$ cat src/rtl/mips_pkg.sv
// Shared MIPS pipeline types and constants.
package mips_pkg;

    typedef logic [31:0]  word_t;
    typedef logic [127:0] line_t;

    // Bubble instruction: sll $0,$0,0
    localparam word_t NOP_WORD   = 32'h0000_0000;
    localparam word_t RESET_PC   = 32'h0000_0000;
    localparam word_t PC_INCR    = 32'd4;
    localparam int    LINE_WORDS = 4;

endpackage : mips_pkg

$ cat src/rtl/ins_fetch_word_sel.sv
// Combinational selection of one 32-bit word out of an I-cache line.
module ins_fetch_word_sel #(
    parameter int LINE_WORDS = 4,
    parameter int IDX_W      = $clog2(LINE_WORDS)
) (
    input  logic [32*LINE_WORDS-1:0] line_in,
    input  logic [IDX_W-1:0]         word_idx,
    output logic [31:0]              word_out
);

    // Word k occupies bits [32k+31:32k] of the line.
    always_comb begin
        word_out = line_in[32*word_idx +: 32];
    end

endmodule : ins_fetch_word_sel

$ cat src/rtl/ins_fetch.sv
// MIPS instruction-fetch stage: program counter, word selection from the
// current I-cache line, and the IF/ID output registers.
// Optional build macro INSFETCH_LINE_BUF_EN adds a one-line buffer that
// serves misses on the most recently hit line.
import mips_pkg::*;

module ins_fetch #(
    parameter logic [31:0] RESET_PC   = mips_pkg::RESET_PC,
    parameter logic [31:0] NOP_WORD   = mips_pkg::NOP_WORD,
    parameter int          LINE_WORDS = mips_pkg::LINE_WORDS
) (
    input  logic                     clk,
    input  logic                     rstn,          // active-high, synchronous
    input  logic                     iSIG_PCSrc,
    input  logic [32*LINE_WORDS-1:0] imem_in,
    input  logic [31:0]              iaddr4branch,
    input  logic                     icacheHit,
    output logic [31:0]              obranch_adder,
    output logic [31:0]              oins
);

    localparam int IDX_W   = $clog2(LINE_WORDS);
    localparam int TAG_LSB = 2 + IDX_W;

    word_t pc_q, pc_d;
    word_t ins_q, ins_d;
    word_t badd_q, badd_d;

    logic [32*LINE_WORDS-1:0] fetch_line;
    logic                     fetch_ok;
    word_t                    fetch_word;

`ifdef INSFETCH_LINE_BUF_EN
    logic [32*LINE_WORDS-1:0] buf_line_q, buf_line_d;
    logic [31:TAG_LSB]        buf_tag_q, buf_tag_d;
    logic                     buf_valid_q, buf_valid_d;

    // Choose the live cache line on a hit, the buffered line when it matches.
    always_comb begin
        fetch_ok    = icacheHit ||
                      (buf_valid_q && (buf_tag_q == pc_q[31:TAG_LSB]));
        fetch_line  = icacheHit ? imem_in : buf_line_q;
        buf_line_d  = icacheHit ? imem_in : buf_line_q;
        buf_tag_d   = icacheHit ? pc_q[31:TAG_LSB] : buf_tag_q;
        buf_valid_d = buf_valid_q | icacheHit;
    end

    // Line buffer registers; only the valid bit needs a reset value.
    // NOTE: buffer data and tag are left unreset on purpose -- the valid bit
    // alone guarantees they are never used before the first load.
    always_ff @(posedge clk) begin
        if (rstn) begin
            buf_valid_q <= 1'b0;
        end else begin
            buf_valid_q <= buf_valid_d;
        end
        buf_line_q <= buf_line_d;
        buf_tag_q  <= buf_tag_d;
    end
`else
    // Without a buffer the only source of instructions is the cache line.
    always_comb begin
        fetch_ok   = icacheHit;
        fetch_line = imem_in;
    end
`endif

    ins_fetch_word_sel #(
        .LINE_WORDS (LINE_WORDS),
        .IDX_W      (IDX_W)
    ) u_word_sel (
        .line_in  (fetch_line),
        .word_idx (pc_q[2 +: IDX_W]),
        .word_out (fetch_word)
    );

    // Next-state logic for PC and the IF/ID outputs; a redirect overrides a stall.
    always_comb begin
        // NOTE: every target gets a default first so no path leaves it
        // unassigned, which would otherwise infer a latch.
        pc_d   = pc_q;
        ins_d  = NOP_WORD;
        badd_d = badd_q;
        if (fetch_ok) begin
            ins_d  = fetch_word;
            badd_d = pc_q + PC_INCR;
            pc_d   = pc_q + PC_INCR;
        end
        if (iSIG_PCSrc) begin
            pc_d = iaddr4branch & ~32'd3;
        end
    end

    // State registers with synchronous reset taking priority over everything.
    // NOTE: sequential state uses non-blocking assignments so all flops update
    // from pre-edge values regardless of evaluation order.
    always_ff @(posedge clk) begin
        if (rstn) begin
            pc_q   <= RESET_PC;
            ins_q  <= NOP_WORD;
            badd_q <= '0;
        end else begin
            pc_q   <= pc_d;
            ins_q  <= ins_d;
            badd_q <= badd_d;
        end
    end

    assign oins          = ins_q;
    assign obranch_adder = badd_q;

endmodule : ins_fetch

$ cat config.mk
export PLATFORM = sky130hd
export DESIGN_NAME = ins_fetch
export DESIGN_NICKNAME = d
export VERILOG_FILES = /design/src/rtl/mips_pkg.sv /design/src/rtl/ins_fetch_word_sel.sv /design/src/rtl/ins_fetch.sv
export SDC_FILE = /design/constraint.sdc
export NUM_CORES = 1
export LEC_CHECK = 0
export CAP_MARGIN = 40
export CORE_MARGIN = 2
export CORE_UTILIZATION = 45
export DETAILED_ROUTE_END_ITERATION = 7
export GPL_TIMING_DRIVEN = 0
export PLACE_DENSITY = 0.95
export SKIP_CTS_REPAIR_TIMING = 1
export SYNTH_ARGS = -nofsm -noshare
export SYNTH_HDL_FRONTEND = slang
export SYNTH_SLANG_ARGS = --single-unit
$ cat constraint.sdc
create_clock -name clk -period 3.1 [get_ports clk]
set_input_delay 0.465 -clock clk [delete_from_list [all_inputs] [get_ports clk]]
set_output_delay 0.465 -clock clk [all_outputs]
set_load 0.02 [all_outputs]
# Yosys cells after proc, flatten, opt, wreduce, memory -nomap -nowiden
# Index checks and enable logic that the tools add are counted.
# classes
bitwise,1
reduce_logical,3
n_shift,1
n_mux,2
n_addsub,1
# op_table
op,count
128-bit by 8-bit variable part select with 32-bit output,1
32-bit two-way mux,2
32-bit by 3-bit adder with 32-bit output (second input constant),1
2-bit OR reduction,2
2-bit nonzero test,1
1-bit NOT,1
# totals
wordCells,12
reg_bits,96
out_inout_bits,64

# Depth between registers and ports, before layout
# depth
depth_word,3
depth_mapped,7

# Modules after synthesis
# Synthesis repeated with hierarchy kept, for this count alone.
# hier_totals
cells_unflattened,514
area_unflattened_um2,4957.3
# by_module_without_submodules
mod,cells_per_inst,n_inst,area_per_inst_um2,seq_area_each_um2
ins_fetch,475,1,4142.7,1841.8
ins_fetch_word_sel,39,1,814.5,0.0

# Worst setup path after synthesis
# No wires, ideal clock.
# synth_timing
path_kind,register to register
startpoint,register pc_q[9]
endpoint,register pc_q[26]
stages_incl_launch_ff,6
n_path_buf,1
arrival_time_ns,1.905
path_slack_ns,1.077
path_cell_list,dfxtp_1 > buf_2 > nand4_1 > or4_1 > or4b_2 > o2111a_1
# synth_via
elab_chain_cells,3
# synth_rtl
item,line_no,text
from (decl),ins_fetch.sv:25,"word_t pc_q, pc_d;"
from (signal assigned),ins_fetch.sv:103,pc_q <= pc_d;
32-bit by 3-bit adder with 32-bit output,ins_fetch.sv:87,pc_d = pc_q + PC_INCR;
32-bit two-way mux,ins_fetch.sv:84,if (fetch_ok) begin
32-bit two-way mux,ins_fetch.sv:89,if (iSIG_PCSrc) begin
# Every way passes these cells. The select of a mux whose other input is x is not followed.
# A chain may end at the register's enable or synchronous reset.

# Worst setup path after layout
# layout_timing
startpoint,register pc_q[2]
endpoint,register badd_q[14] (netlist: obranch_adder[14])
# layout_via
elab_chain_cells,1
# layout_rtl
item,line_no,text
32-bit by 3-bit adder with 32-bit output,ins_fetch.sv:86,badd_d = pc_q + PC_INCR;
to (signal assigned),ins_fetch.sv:101,badd_q <= '0;
to (signal assigned),ins_fetch.sv:105,badd_q <= badd_d;
to (decl),ins_fetch.sv:27,"word_t badd_q, badd_d;"
# Every way passes these cells.

==> results.md <==
- Synthesized area per cell: 9.48 um2
- Number of nets in the layout: 918
- Worst-path cell with the longest stage delay: nand4_1
- TritonCTS clock tree: done
- Fill cell total of the finished layout: 840
- Most frequent cells after synthesis: dfxtp_1, nor2_1, and3_1, clkbuf_1, mux4_2
- Async SR Flop Fraction: 0%
- Launch instance of the worst register-to-register path: pc_q[2]
- Area share of xor/xnor cells in the synthesized design: 3.75%
- Cell Area, Synth: 0.00491 mm2
- Maximum fanout along the worst path: 10
- Wire length of the first global-routing pass: 28.1 mm
- Area growth from synthesis to final layout: 52.7%
- GR met2 Demand/Resource: 50.3%
- Yosys warning total: 0
- Fin. Hold Viols: 0
- Global routing met1 resource utilization: 39.9%
- Transition time of the tightest slew-check pin: 687 ps
- Complex-gate fraction of the synthesized area: 14.4%
- Final worst-path cycle share: 83.8%
- Simple-gate portion of the synthesized area: 24.2%
- Vias in the first global route: 5414
- Final Max Slew Viols: 0
- Global-route met3 utilization: 8.56%
- Number of cells on the critical path: 6
- Final estimated routing congestion in global placement: 0.946
- Most used flip-flop cell after synthesis: dfxtp_1
- Worst path arrival time: 2860 ps
- Wire length per cell: 20.3 um
- Critical Path, Cell by Cell: ha_1 -> clkbuf_1 -> nand4_1 -> clkbuf_1 -> xor2_1 -> a211oi_1
- Leakage Power: 2.61 nW
- Worst setup path endpoint: obranch_adder[14]
- Area share of the leading cell type in the synthesized netlist: 37.5%
- Combinational family with the most area after synthesis: simple AND/OR/NAND/NOR gates
- Kind of start point of the critical path: flop
- Synthesis-stage register bit count: 92
- Type of the most critical hold path: reg -> reg
- Ant diodes: 0
- Drt via density: 6.11
- F_max: 385 MHz
- RSZ-0062 raised after global routing: no
- Peak per-stage delay on the critical path: 500 ps
- # Max-Cap Violations: 0
- Post-synthesis mux area share: 14.7%
- Final Cell Area: 0.00750 mm2
- Post-synthesis cell type count: 43
- Starting density of the core: 45.7%
- CTS clock-pin slew for the worst setup and hold paths: 90 ps
- Cell accounting for the most synthesized area: dfxtp_1
- I/O Pins: 228
- Adder-cell area share of the yosys netlist: 0.255%
- Post-synthesis instance total: 518
- Final-layout setup total negative slack: 0 ps
- Status: complete, no violations
- Worst setup EP type: flop
- # port buffers: 223
- Cell mode on critical path: clkbuf_1
- Total number of vias: 5489
- Max rail drop VDD: 0.201 mV
- Reg2Reg Depth: 6
- Clock Tree Buf Depth: 2
- CTS H-tree depth: 3
- Post-synth EDFFs: 0
- Number of placement rows: 38
- Remaining number of nets flagged by the antenna check after routing: 0
- Cell area power density: 374 mW/mm2
- Most used standard cell by instance count after synthesis: dfxtp_1
- Total DRC errors in the routed layout: 0
- Post-DP HPWL: 14.4 mm
- Cell chosen for the clock root: clkbuf_8
- Largest clock skew in the final design: 14.8 ps
- DR pass1 iterations: 5
- Total clock buffers created by CTS: 9
- Critical path class: reg -> reg
- Cell family with most CP delay: buffers and inverters
- Maximum number of pins on one net before global-route repair: 16
- Placed cell areas: 0.00732 mm2
- Placeable core region: 0.0107 mm2
- Buffering stage count on the worst path with inverters included: 2
- Worst-case register-to-register setup slack: 500 ps
- Cell types occupying the most area after synthesis: dfxtp_1, mux4_2, a311oi_1
- Data required time of the worst path: 3370 ps
- Tmin final: 2600 ps
- Insertion delay of the later-clocked pin in the worst-skew pair: 380 ps
- Critical Path Start: pc_q[2]
- Final setup fails: 0
- Share of cells above drive strength 1: 9.23%
- DIE AREA: 0.0118 mm2
- Clock net sink count: 92
- Final routed wirelength across all metal layers: 18.2 mm
- End-of-flow core utilization: 69.8%
- Endpoint of the worst-slack reg-to-reg timing path: obranch_adder[14]
- All-layer global routing usage: 31.7%
- Die span in x: 108 um
- Number of DRC markers in iteration 0: 406
- Worst relative slew slack: 53.8%
- Total grt overflow: 0
- Initial antenna violation count: 0
- Vertical die dimension: 108 um
- Top Usage Layer GRT: met2
- Portion of the post-synthesis area used by sequential elements: 37.5%
[how the worst min path moves through the flow]
stage,from,to,slack (ps),depth (start not counted)
2_1_floorplan,pc_q[30],obranch_adder[30],500,2
3_3_place_gp,obranch_adder[2],obranch_adder[2],470,2
3_5_place_dp,obranch_adder[2],obranch_adder[2],470,2
4_1_cts,obranch_adder[2],obranch_adder[2],480,2
5_1_grt,obranch_adder[24],obranch_adder[24],500,2
6_report,obranch_adder[2],obranch_adder[2],480,2
[tightest hold or removal path, stage by stage, from the launching register on]
cell and delay, ps:
dfxtp_1 320, nor2_1 80, a211oi_1 50
[registers in the layout (all words and copies together) (netlist names)]
signal         cells
pc_q              30
obranch_adder     30
oins              32
[cell usage in the layout (no fill, tap or decap), types with 17 or more instances in the layout]
cell type	n
clkbuf_1	34
a311oi_1	29
mux4_2	32
a211oi_1	17
o21ai_0	20
or4_1	19
nand3_1	17
nand4_1	18
or3_1	21
and3_1	38
nor2_1	51
nand2_1	24
clkdlybuf4s50_1	223
dfxtp_1	92
[per-stage QoR]
stage	worst slack (ps)	std cells	power (W)	hold slack, ps
after CTS	570	898	0.00280	485
after global routing	417	898	0.00291	503
final	503	898	0.00280	483
after floorplan	1080	519	0.00167	495
after detailed placement	364	882	0.00206	473
after global placement	394	882	0.00204	471
[logic make-up (layout without fill, tap and decap cells)]
| logic type | after synthesis | after routing |
|---|---|---|
| AND/OR/NAND/NOR | 214 | 214 |
| AO/OA/AOI/OAI | 97 | 97 |
| flip-flops | 92 | 92 |
| buffers and inverters | 60 | 299 |
| multiplexers | 32 | 32 |
| XOR/XNOR | 21 | 21 |
| adder cells (fa/ha/maj) | 1 | 1 |
| other | 1 | 2 |
[power by group]
group,switching [W],internal (W),total (W)
Sequential,0.0000589,0.00126,0.00132
Clock,0.000444,0.000312,0.000756
Combinational,0.000309,0.000419,0.000728
[per-layer routing]
layer	wire, um	part of all wire (%)
met1	7110	39
met2	8510	47
met3	1900	10
met4	725	4.0
met5	0	0
[area by class of cell]
cell class	instances	area, um2	area share (%)
plain buffers	56	236	3.15
clock buffers	10	138	1.84
flip-flops and latches	92	1840	24.6
clock inverters	6	38.8	0.517
multi-input cells	367	2820	37.6
well taps	140	175	2.34
repair buffers	223	2230	29.8
inverters	4	15.0	0.200
Power figures use the tool's default switching activity.
